<file path="src/rtl/serializer_shift.sv">
// Parallel-in, serial-out shift stage: accepts WIDTH-bit words over valid/ready
// and emits them MSB-first, one bit per cycle, over a second valid/ready pair.

module mux2_cell (
  input  logic a_i,
  input  logic b_i,
  input  logic sel_i,
  output logic y_o
);
  assign y_o = sel_i ? a_i : b_i;
endmodule

module serializer_shift #(
  parameter int unsigned WIDTH = 8
) (
  input  logic             Clock,
  input  logic             nReset,
  input  logic [WIDTH-1:0] Data_in,
  input  logic             Load_valid,
  output logic             Load_ready,
  output logic             Serial_out,
  output logic             Serial_valid,
  output logic             Serial_last,
  input  logic             Serial_ready
);

  localparam int unsigned CW = (WIDTH > 1) ? $clog2(WIDTH) : 1;

  typedef enum logic {
    ST_IDLE  = 1'b0,
    ST_SHIFT = 1'b1
  } state_t;

  state_t           state_q, state_d;
  logic [WIDTH-1:0] sr_q, sr_d, inner;
  logic [CW-1:0]    cnt_q, cnt_d;
  logic             last_q, last_d;
  logic             load_hs, bit_xfer;

  assign bit_xfer   = (state_q == ST_SHIFT) & Serial_ready;
  assign Load_ready = nReset & ((state_q == ST_IDLE) | (last_q & Serial_ready));
  assign load_hs    = Load_valid & Load_ready;

  // Two mux levels per bit: shift vs. hold, then load vs. that result.
  // Shifting zeros in means the register is already clear after the last bit.
  for (genvar i = 0; i < int'(WIDTH); i++) begin : g_bit
    logic shift_src;
    if (i == 0) begin : g_lsb
      assign shift_src = 1'b0;
    end else begin : g_upper
      assign shift_src = sr_q[i-1];
    end
    mux2_cell u_inner (
      .a_i  (shift_src),
      .b_i  (sr_q[i]),
      .sel_i(bit_xfer),
      .y_o  (inner[i])
    );
    mux2_cell u_outer (
      .a_i  (Data_in[i]),
      .b_i  (inner[i]),
      .sel_i(load_hs),
      .y_o  (sr_d[i])
    );
  end

  always_ff @(posedge Clock or negedge nReset) begin
    if (!nReset) begin
      state_q <= ST_IDLE;
      sr_q    <= '0;
      cnt_q   <= '0;
      last_q  <= 1'b0;
    end else begin
      state_q <= state_d;
      sr_q    <= sr_d;
      cnt_q   <= cnt_d;
      last_q  <= last_d;
    end
  end

  // Next-state for control; a reload at the last bit wins over going idle.
  always_comb begin
    state_d = state_q;
    cnt_d   = cnt_q;
    last_d  = last_q;
    unique case (state_q)
      ST_IDLE: begin
        if (load_hs) begin
          state_d = ST_SHIFT;
          cnt_d   = '0;
          last_d  = 1'b0;
        end
      end
      ST_SHIFT: begin
        if (load_hs) begin
          state_d = ST_SHIFT;
          cnt_d   = '0;
          last_d  = 1'b0;
        end else if (bit_xfer) begin
          if (last_q) begin
            state_d = ST_IDLE;
            cnt_d   = '0;
            last_d  = 1'b0;
          end else begin
            cnt_d  = cnt_q + CW'(1);
            last_d = (cnt_q == CW'(WIDTH - 2));
          end
        end
      end
    endcase
  end

  assign Serial_out   = sr_q[WIDTH-1];
  assign Serial_valid = (state_q == ST_SHIFT);
  assign Serial_last  = last_q;

endmodule

</file>
<file path="config.mk">
export PLATFORM = sky130hd
export DESIGN_NAME = serializer_shift
export DESIGN_NICKNAME = d
export VERILOG_FILES = /design/src/rtl/serializer_shift.sv
export SDC_FILE = /design/constraint.sdc
export NUM_CORES = 1
export LEC_CHECK = 0
export ABC_AREA = 1
export BUFFER_PORTS_ARGS = -buffer_cell sky130_fd_sc_hd__buf_2
export CAP_MARGIN = 15
export CELL_PAD_IN_SITES_DETAIL_PLACEMENT = 1
export CELL_PAD_IN_SITES_GLOBAL_PLACEMENT = 1
export CORE_ASPECT_RATIO = 1.4
export CORE_MARGIN = 1.5
export CORE_UTILIZATION = 32
export CTS_CLUSTER_SIZE = 20
export DETAILED_ROUTE_END_ITERATION = 6
export PLACE_DENSITY = 0.78
export SLEW_MARGIN = 0
export SYNTH_ARGS = -nofsm -noshare
export SYNTH_HDL_FRONTEND = slang
export SYNTH_HIERARCHICAL = 1
export SYNTH_SLANG_ARGS = --single-unit
</file>
<file path="constraint.sdc">
create_clock -name Clock -period 1.2 [get_ports Clock]
set_input_delay 0.18 -clock Clock [delete_from_list [all_inputs] [get_ports Clock]]
set_output_delay 0.18 -clock Clock [all_outputs]
set_load 0.05 [all_outputs]
</file>
==> reports/results.tsv <==
stage	metric	value	unit
outcome	status	complete, but fails checks	
outcome	violations	negative setup slack	
floorplanning	rows	20	
global_route	grt_util_met1	17.5	%
sta	whs	101	ps
global_route	grt_pass1_wl	3370	µm
sta	fin_setup_tns	-95.6	ps
critical_path	r2r_setup_slack	30	ps
global_route	antenna_found_initial	0	
hold_path	hold_end	sr_q[7]$_DFF_PN0_	
sta	finalHoldViolations	0	
critical_path	crit_fanout	3	
floorplanning	fp.coreArea	2200	µm²
place	place_congestion	0.733	
hold_path	min_from	Data_in[7]	
yosys	syn_avg_cell_area	6.49	µm²
detailed_routing	drtIter0Drc	11	
power_and_ir_drop	power_switching	0.896	mW
yosys	synth_top_family_by_area	simple AND/OR/NAND/NOR gates	
sta	rsz0062_at_grt	yes	
global_route	overflow	0	
sta	finalWorstSetupSlack	-95.6	ps
finish	layout.cells.most_common	nand2_1	
finish	final_nets	160	
critical_path	worstSetupPathType	flop to output port	
sta	fin_skew	0.431	ps
cts	cts.sinks	13	
global_route	grt_usage	16.9	%
finish	area_growth	37.2	%
place	placedInstanceArea	915	µm²
critical_path	critPathLaunch	Serial_last$_DFFE_PN0P_	
finish	final_cell_mix	nand2_1 (64), inv_1 (24), buf_2 (12)	
floorplanning	start_util	34.2	%
place	port_buffers	15	
hold_path	min_path_cells	3	
critical_path	crit_arrival	1120	ps
detailed_routing	drc	0	
global_route	met3_usage	2.68	%
cts	clock_latency	270	ps
detailed_routing	drtAntennaViolNets	0	
yosys	synth_xor_area_share	1.16	%
yosys	synthSimpleGateAreaFrac	37.2	%
cts	cts_made_buffers	3	
yosys	syn-cell-area	753	µm²
cts	root_buffer	clkbuf_4	
yosys	synthMuxAreaShare	0	%
sta	finalSetupViolCount	1	
floorplanning	dieArea	2660	µm²
yosys	yosys_warnings	6	
cts	htree_levels	1	
detailed_routing	dr.pass1.iters	4	
power_and_ir_drop	seqPwrFrac	36.5	%
critical_path	worst_r2r_path_depth	6	
power_and_ir_drop	p_clk_share	13.0	%
yosys	synth_cell_types	13	
yosys	synth_compound_area_share	1.66	%
yosys	synth-adder-area-share	3.32	%
critical_path	critPathLaunchType	flop	
sta	fmax	772	MHz
place	dp_hpwl	1380	µm
power_and_ir_drop	powerDensity	2000	nW/µm²
power_and_ir_drop	p_leak	0.620	nW
cts	tritoncts	built	
yosys	syn_inst	116	
critical_path	r2r_start	Serial_valid$_DFF_PN0_	
yosys	yosysSeqAreaShare	43.2	%
finish	finalInstanceArea	1030	µm²
flow_run	cap_viol_max_count	0	
cts	path_clk_slew	80	ps
finish	final_layout_size_suffix_gt1_share	25.5	%
detailed_routing	wirelength	1800	µm
power_and_ir_drop	internal_power	1.18	mW
global_route	grt_pass1_vias	823	
sta	post-route-min-period	1300	ps
power_and_ir_drop	total_power	2.07	mW
yosys	ys_ff_latch	13	
finish	diodes	0	
sta	finalMaxSlewViolations	0	
sta	fin_crit_sh	108	%
detailed_routing	vias	758	
critical_path	required	1020	ps
floorplanning	pin_count	16	
floorplanning	dieHeight	60.4	µm
power_and_ir_drop	peakVddDrop	817	µV
global_route	grt_use_met2	33.8	%
place	dp.cells	158	
yosys	synth_fp_nets	130	
detailed_routing	viasPerCell	4.54	
critical_path	r2r-end	sr_q[2]$_DFF_PN0_	
floorplanning	die_w	44.0	µm
power_and_ir_drop	p_comb_share	50.5	%
hold_path	min_path_type	input port to flop	
critical_path	endpoint_kind	output port	
cts	cts_buffer_depth	2	
detailed_routing	wire_per_inst	10.8	µm
global_route	grt_max_degree	17	
finish	instances_no_fill	167	
power_and_ir_drop	swShare	43.3	%
global_route	grt_busiest_layer	met2	
-- Yosys cell counts --
cell / count / area [µm²]
a21oi_1: 1 / 5.00
and2_1: 1 / 6.26
conb_1: 1 / 3.75
dfrtp_1: 13 / 325
ha_1: 2 / 25.0
inv_1: 26 / 97.6
nand2_1: 66 / 248
nand2_2: 1 / 6.26
nand3_2: 1 / 10.0
nor2_1: 1 / 3.75
nor2_2: 1 / 6.26
o21bai_1: 1 / 7.51
xor2_1: 1 / 8.76
-- how the worst max path moves through the flow --
stage / endpoint / cells past startpoint
2_1_floorplan: sr_q[0]$_DFF_PN0_ / 6
3_3_place_gp: sr_q[4]$_DFF_PN0_ / 6
3_5_place_dp: sr_q[4]$_DFF_PN0_ / 6
4_1_cts: Load_ready / 4
5_1_grt: Load_ready / 4
6_report: Load_ready / 4
-- cell families after synthesis --
group / count (synthesis)
AND/OR/NAND/NOR: 71
buffers and inverters: 26
flip-flops: 13
AO/OA/AOI/OAI: 2
adder cells (fa/ha/maj): 2
XOR/XNOR: 1
other: 1
-- state kept, by name, indices dropped and copies added, names as in the netlist --
name and flops:
Serial_last 1, Serial_valid 1, cnt_q 3, sr_q 8
-- critical path: stages (launching register included) --
cell	delay, ps
dfrtp_2	410
nand2_2	80
nand2_4	60
and2_4	140
buf_8	140
-- final cells by class --
cell class,count,area (µm²)
multi-input combinational,77,355
clock buffer,4,26.3
timing repair inverter,1,7.51
sequential,13,328
tap,22,27.5
timing repair buffer,24,184
fill,307,1170
inverter,26,105
-- timing repair --
item | in CTS | in global routing
cloned | 1 | 0
resized for setup | 10 | 3
endpoints found under the setup margin | 11 | 11
buffers inserted | 2 | 1
hold endpoints to repair | 13 | 0
pin swaps | 1 | 0
hold buffers | 1 | 0
-- per-stage QoR --
stage | utilization [%] | setup slack (ps)
floorplan | - | -67.6
global placement | 41.5 | -8.62
detailed placement | 41.5 | -41.2
CTS | 46.0 | -104
global route | 46.9 | -148
finish | 46.9 | -95.6
-- power groups by stage --
stage	Clock, mW	Sequential (mW)	Combinational [mW]
floorplan	0	0.839	0.554
global placement	0	0.747	0.865
detailed placement	0	0.756	0.932
CTS	0.284	0.753	1.04
global route	0.301	0.786	1.22
finish	0.269	0.757	1.05
-- per-layer routing --
metal / up-vias / routed length [µm] / share of wire (%)
li1: 384 / - / -
met1: 358 / 679 / 38
met2: 14 / 1060 / 59
met3: 2 / 57 / 3.2
met4: 0 / 7 / 0.39
met5: - / 0 / 0
Note: power is estimated with default switching activity, not from simulation.
